### src/rtl/fetch_pkg.sv
// Shared types and constants for the instruction prefetch front end.
package fetch_pkg;

    typedef enum logic [1:0] {
        IDLE   = 2'd0,
        REQ    = 2'd1,
        SQUASH = 2'd2
    } fetch_state_e;

    localparam logic [31:0] NOP_INSTR = 32'h0;
    localparam int          PC_INC    = 4;

endpackage

### src/rtl/instr_fifo.sv
// Synchronous {instr, pc} FIFO with push, pop, flush and occupancy count.
// Head outputs read registered storage only and show NOP/0 when empty.
module instr_fifo
    import fetch_pkg::*;
#(
    parameter int DEPTH = 4,
    parameter int AW    = 32
) (
    input  logic                   clk_i,
    input  logic                   rst_i,
    input  logic                   push_i,
    input  logic                   pop_i,
    input  logic                   flush_i,
    input  logic [31:0]            instr_i,
    input  logic [AW-1:0]          pc_i,
    output logic                   head_valid_o,
    output logic [31:0]            head_instr_o,
    output logic [AW-1:0]          head_pc_o,
    output logic [$clog2(DEPTH):0] count_o
);
    localparam int PW = $clog2(DEPTH);
    localparam int CW = PW + 1;

    logic [31:0]   instr_mem [DEPTH];
    logic [AW-1:0] pc_mem    [DEPTH];
    logic [PW-1:0] wr_ptr_q, rd_ptr_q;
    logic [CW-1:0] count_q;
    logic          do_pop;

    assign do_pop = pop_i && (count_q != '0);

    always_ff @(negedge clk_i) begin
        if (rst_i || flush_i) begin
            wr_ptr_q <= '0;
            rd_ptr_q <= '0;
            count_q  <= '0;
        end else begin
            if (push_i) wr_ptr_q <= wr_ptr_q + PW'(1);
            if (do_pop) rd_ptr_q <= rd_ptr_q + PW'(1);
            count_q <= count_q + CW'(push_i) - CW'(do_pop);
        end
    end

    // NOTE: storage is deliberately not reset; validity comes from count_q alone.
    always_ff @(negedge clk_i) begin
        if (push_i) begin
            instr_mem[wr_ptr_q] <= instr_i;
            pc_mem[wr_ptr_q]    <= pc_i;
        end
    end

    assign head_valid_o = (count_q != '0);
    assign head_instr_o = head_valid_o ? instr_mem[rd_ptr_q] : NOP_INSTR;
    assign head_pc_o    = head_valid_o ? pc_mem[rd_ptr_q] : '0;
    assign count_o      = count_q;

endmodule

### src/rtl/instr_prefetch_unit.sv
// Sequential instruction prefetcher: one outstanding req/ack fetch, a small
// instruction FIFO toward IF/ID, and branch redirect with in-flight squash.
module instr_prefetch_unit
    import fetch_pkg::*;
#(
    parameter int DEPTH = 4,
    parameter int AW    = 32
) (
    input  logic                   CLK,
    input  logic                   Reset,
    input  logic [AW-1:0]          startPC,
    input  logic                   redirect,
    input  logic [AW-1:0]          redirectPC,
    output logic                   imemReq,
    output logic [AW-1:0]          imemAddr,
    input  logic                   imemAck,
    input  logic [31:0]            imemData,
    input  logic                   instrTake,
    output logic                   instrValid,
    output logic [31:0]            instr,
    output logic [AW-1:0]          instrPC,
    output logic [AW-1:0]          instrPCPlus4,
    output logic [$clog2(DEPTH):0] count
);
    localparam int            CW         = $clog2(DEPTH) + 1;
    localparam logic [CW-1:0] FULL_COUNT = CW'(DEPTH);

    fetch_state_e  state_q, state_d;
    logic [AW-1:0] fetch_pc_q, fetch_pc_d;
    logic [AW-1:0] imem_addr_q, imem_addr_d;
    logic [AW-1:0] seq_pc;
    logic [CW-1:0] count_next;
    logic          push, pop, flush;

    assign pop    = instrTake && instrValid;
    assign seq_pc = fetch_pc_q + AW'(PC_INC);

    always_comb begin
        state_d     = state_q;
        fetch_pc_d  = fetch_pc_q;
        imem_addr_d = imem_addr_q;
        push        = 1'b0;
        flush       = 1'b0;
        // NOTE: blocking assignments here; count_next is refined in place once a push is known.
        count_next  = count - CW'(pop);
        unique case (state_q)
            IDLE: begin
                if (redirect) begin
                    flush       = 1'b1;
                    fetch_pc_d  = redirectPC;
                    imem_addr_d = redirectPC;
                    state_d     = REQ;
                end else if (count_next < FULL_COUNT) begin
                    imem_addr_d = fetch_pc_q;
                    state_d     = REQ;
                end
            end
            REQ: begin
                if (redirect) begin
                    flush      = 1'b1;
                    fetch_pc_d = redirectPC;
                    if (imemAck) imem_addr_d = redirectPC;
                    else         state_d     = SQUASH;
                end else if (imemAck) begin
                    push       = 1'b1;
                    count_next = count_next + CW'(1);
                    fetch_pc_d = seq_pc;
                    if (count_next < FULL_COUNT) imem_addr_d = seq_pc;
                    else                         state_d     = IDLE;
                end
            end
            SQUASH: begin
                // The stale request must finish before the redirected fetch can issue.
                if (redirect) begin
                    flush      = 1'b1;
                    fetch_pc_d = redirectPC;
                end
                if (imemAck) begin
                    imem_addr_d = redirect ? redirectPC : fetch_pc_q;
                    state_d     = REQ;
                end
            end
            default: state_d = IDLE;
        endcase
    end

    always_ff @(negedge CLK) begin
        if (Reset) begin
            state_q     <= IDLE;
            fetch_pc_q  <= startPC;
            imem_addr_q <= '0;
        end else begin
            state_q     <= state_d;
            fetch_pc_q  <= fetch_pc_d;
            imem_addr_q <= imem_addr_d;
        end
    end

    assign imemReq  = (state_q != IDLE);
    assign imemAddr = imem_addr_q;

    instr_fifo #(
        .DEPTH (DEPTH),
        .AW    (AW)
    ) u_fifo (
        .clk_i        (CLK),
        .rst_i        (Reset),
        .push_i       (push),
        .pop_i        (pop),
        .flush_i      (flush),
        .instr_i      (imemData),
        .pc_i         (imem_addr_q),
        .head_valid_o (instrValid),
        .head_instr_o (instr),
        .head_pc_o    (instrPC),
        .count_o      (count)
    );

    assign instrPCPlus4 = instrValid ? instrPC + AW'(PC_INC) : '0;

endmodule

### config.mk
export PLATFORM = sky130hd
export DESIGN_NAME = instr_prefetch_unit
export DESIGN_NICKNAME = d
export VERILOG_FILES = /design/src/rtl/fetch_pkg.sv /design/src/rtl/instr_fifo.sv /design/src/rtl/instr_prefetch_unit.sv
export SDC_FILE = /design/constraint.sdc
export NUM_CORES = 1
export LEC_CHECK = 0
export ABC_CLOCK_PERIOD_IN_PS = 7300
export CAP_MARGIN = 10
export CORE_MARGIN = 2
export CORE_UTILIZATION = 55
export DETAILED_ROUTE_END_ITERATION = 10
export PLACE_DENSITY_LB_ADDON = 0.1
export SYNTH_ARGS = -nofsm -noshare
export SYNTH_HDL_FRONTEND = slang
export SYNTH_HIERARCHICAL = 1
export SYNTH_SLANG_ARGS = --single-unit
### constraint.sdc
create_clock -name CLK -period 7.3 [get_ports CLK]
set_input_delay 1.825 -clock CLK [delete_from_list [all_inputs] [get_ports CLK]]
set_output_delay 1.825 -clock CLK [all_outputs]
set_load 0.005 [all_outputs]
==> impl_metrics.yaml <==
synthesis:
  async_flop_share_pct: 0
  synth_edf_count: 288
  synthTopCellsByArea: "edfxtp_1 56%, mux4_2 8.8%, dfxtp_1 5.6%"
  synth_top_area_share_pct: 56.3
  syn_area_per_cell_um2: 14.4
  synth_seq_cells: 331
  ys_types: 72
  synth-xor-area-share_pct: 2.72
  synthFlopType: "edfxtp_1"
  synthMuxAreaShare_pct: 12.9
  synthSimpleGateAreaFrac_pct: 13.3
  syn_nets: 1177
  syn_area_um2: 15400
  synth_top_family_by_area: "simple AND/OR/NAND/NOR gates"
  synth_largest_area_cell: "edfxtp_1"
  yosys_warnings: 6
  synth_cells: 1065
  seq_area_frac_synth_pct: 61.9
  synthAdderAreaFrac_pct: 0.944
  synth-compound-area-share_pct: 5.11
placement:
  placed_area_um2: 19100
  pre_cts_ws_ns: -0.929
  gp_congestion: 0.932
  port_buffers: 233
  hpwl_um: 26500
finish:
  diodes: 0
  syn_to_final_growth_pct: 50.3
  fin_area_um2: 23100
  drive_gt1_share_pct: 33.0
  nets: 1939
clocking:
  clkSinkCount: 331
  cts_buffers: 36
  clk_latency_ns: 0.64
  path_clk_slew_ns: 0.08
  root_buffer: "clkbuf_16"
  h-tree-depth: 2
  cts_tree: "built"
  cts_buffer_depth: 3
  ctsHoldBuffers: 0
timing:
  rsz0062_at_grt: "yes"
  setup_violations: 96
  maxSlewViolCount: 0
  relSlewSlack_pct: 44.3
  fin_skew_ns: 0.0704
  final_hold_viol_count: 0
  fin_setup_tns_ns: -75.53
  timing.hold.ws_ns: 0.481
  worstMarginPinSlew_ns: 0.831
  worst_slack_ns: -1.65
status:
  violations: "negative setup slack"
  status: "complete, but fails checks"
critical_path:
  required_ns: 5.48
  r2r-end: "imemAddr[30]$_SDFFE_NP0P_"
  worst-endpoint-arrival_ns: 7.13
  ff2ff_setup_slack_ns: 4.07
  r2r-start: "u_fifo/count_o[0]$_SDFF_NP0_"
  critPathKind: "reg2out"
  crit_fanout: 5
  cp-start-kind: "register"
  ff2ff_path_depth: 11
  cp-end-kind: "output port"
floorplan:
  core_area_um2: 27600
  io_pins: 234
  die_x_um: 171
  die_h_um: 171
  die_area_um2: 29300
  rows: 61
  initial_utilization_pct: 55.6
drt:
  dr_wl_met3_um: 4640
  wl_met2_um: 25800
  routed.top_layer: "met4"
  wl_per_cell_um: 23.1
  drcViolationCount: 0
  wirelength_um: 51400
  vias: 12800
  drt_pre_antenna_iters: 5
  wl_met1_um: 18400
  routed_via_density: 5.76
  initialDrtViolationCount: 1326
  drtAntennaViolNets: 0
grt:
  gr-usage-all-layers_pct: 31.0
  antenna_found_initial: 0
  grt_pass1_vias: 13100
  grt_max_degree: 79
  grt_overflow: 0
  grt_pass1_wl_um: 68400
worst_hold_path:
  min_to: "u_fifo/pc_mem[1][20]$_DFFE_NP_"
  worstHoldPathCells: 0
  hp-class: "reg2reg"
  min_from: "imemAddr[20]$_SDFFE_NP0P_"
power_and_ir_drop:
  p_per_area_nw_per_um2: 230
  p_leak_nw: 9.97
  max-vdd-ir-drop_uv: 216
  power_mw: 5.32
run:
  max_cap_violations: 0
-- layout make-up --
cell class	count	area [um2]
clock buffers	37	926
clock inverters	356	1480
fillers	1345	4540
inverters	15	56.3
multi-input cells	650	5940
flip-flops and latches	331	9520
well taps	378	473
repair buffers	462	4700
-- routing by layer --
metal	track usage, %	vias to the layer above
li1	-	5623
met1	35.7	6139
met2	52.6	890
met3	7.93	194
met4	17.6	0
met5	0	-
-- cells by family after synthesis --
logic type                 after synthesis
AOI/OAI and AO/OA                      120
adders and majority gates               11
and+or+nand+nor                        360
buffers and inverters                   84
muxes                                  113
DFF                                    331
xor gates and xnor gates                46
-- cell usage after synthesis (4+ instances only) --
cell	n
dfxtp_1	43
o21ai_0	36
a21boi_0	7
buf_2	20
xnor2_1	26
mux2_2	23
nor2_1	25
o211ai_1	11
mux4_2	60
nor3b_1	5
ha_1	10
o31ai_1	4
o311ai_0	4
nor3_1	17
clkbuf_1	26
nand2_1	78
or3_1	6
inv_1	17
nor2b_1	5
a22o_1	6
and2_1	96
a31o_2	4
nand3_1	44
mux2i_1	26
and3_1	5
a21oi_1	25
a31oi_1	5
clkbuf_2	5
nor4_1	11
or4_1	4
buf_12	6
nand4_1	26
edfxtp_1	288
mux4_1	4
nand2b_1	11
xor2_1	19
and4_1	10
-- how the worst max path moves through the flow --
stage | startpoint | end | slack [ns] | cells after the start
2_1_floorplan | redirect | fetch_pc_q[0]$_DFFE_NP_ | -0.74 | 6
3_3_place_gp | register | instrPCPlus4[31] | -0.89 | 9
3_5_place_dp | register | instrPCPlus4[31] | -0.93 | 10
4_1_cts | register | instrPCPlus4[31] | -1.43 | 12
5_1_grt | register | instrPCPlus4[30] | -1.70 | 12
6_report | register | instrPCPlus4[30] | -1.65 | 11
-- worst max-delay path: stages (launching register included) --
cell and delay, ns:
dfxtp_4 0.38, buf_4 0.15, buf_12 0.13, mux4_2 0.35, and2_4 0.16, nand4_1 0.22
or4_4 0.62, buf_4 0.19, nor3_4 0.12, xor2_1 0.22, and2_1 0.19, clkbuf_2 0.12
-- flip-flops by register name (all words and copies together), names as in the netlist, named ones only --
name,count
state_q,2
u_fifo/rd_ptr_q,2
imemAddr,32
u_fifo/pc_mem,128
fetch_pc_q,32
u_fifo/wr_ptr_q,2
u_fifo/instr_mem,128
u_fifo/count_o,3
-- placed cells by master, fill, tap and decap left out, types with 6 or more instances in the layout --
cell and count:
clkbuf_16 37, xnor2_2 8, nand2b_1 11, nand4_1 26, ha_1 7, mux2_2 23
and2_4 66, edfxtp_1 288, and4_4 6, buf_4 96, nor2_1 23, inv_1 355
clkdlybuf4s50_1 136, nor3_1 15, o21ai_0 34, mux4_2 64, mux2i_1 26, xnor2_1 18
a21oi_1 25, buf_6 142, nand2_1 71, o211ai_1 11, nor4_1 7, and2_1 31
buf_8 13, dfxtp_1 39, nand3_1 32, buf_12 23, nand3_4 8, a22o_1 6
buf_2 40, xor2_1 17, clkbuf_2 7
-- metrics by stage --
step / utilization, % / instances
floorplan: - / 1065
global placement: 69.1 / 1724
detailed placement: 69.1 / 1724
CTS: 81.7 / 2193
global route: 83.6 / 2229
finish: 83.6 / 2229
-- report_power, final --
group / leakage, nW / total [mW] / switching (mW) / internal [mW]
clock network: 2.35 / 2.74 / 1.42 / 1.31
logic: 4.58 / 0.366 / 0.166 / 0.199
registers: 3.03 / 2.22 / 0.0780 / 2.14
total: 9.97 / 5.32 / 1.67 / 3.65
-- timing repair --
item,4_1_cts,5_1_grt
buffers inserted,80,51
endpoints found under the setup margin,100,118
gates cloned,5,0
gates resized for setup,554,100
pin swaps,90,43
Power figures use the tool's default switching activity.
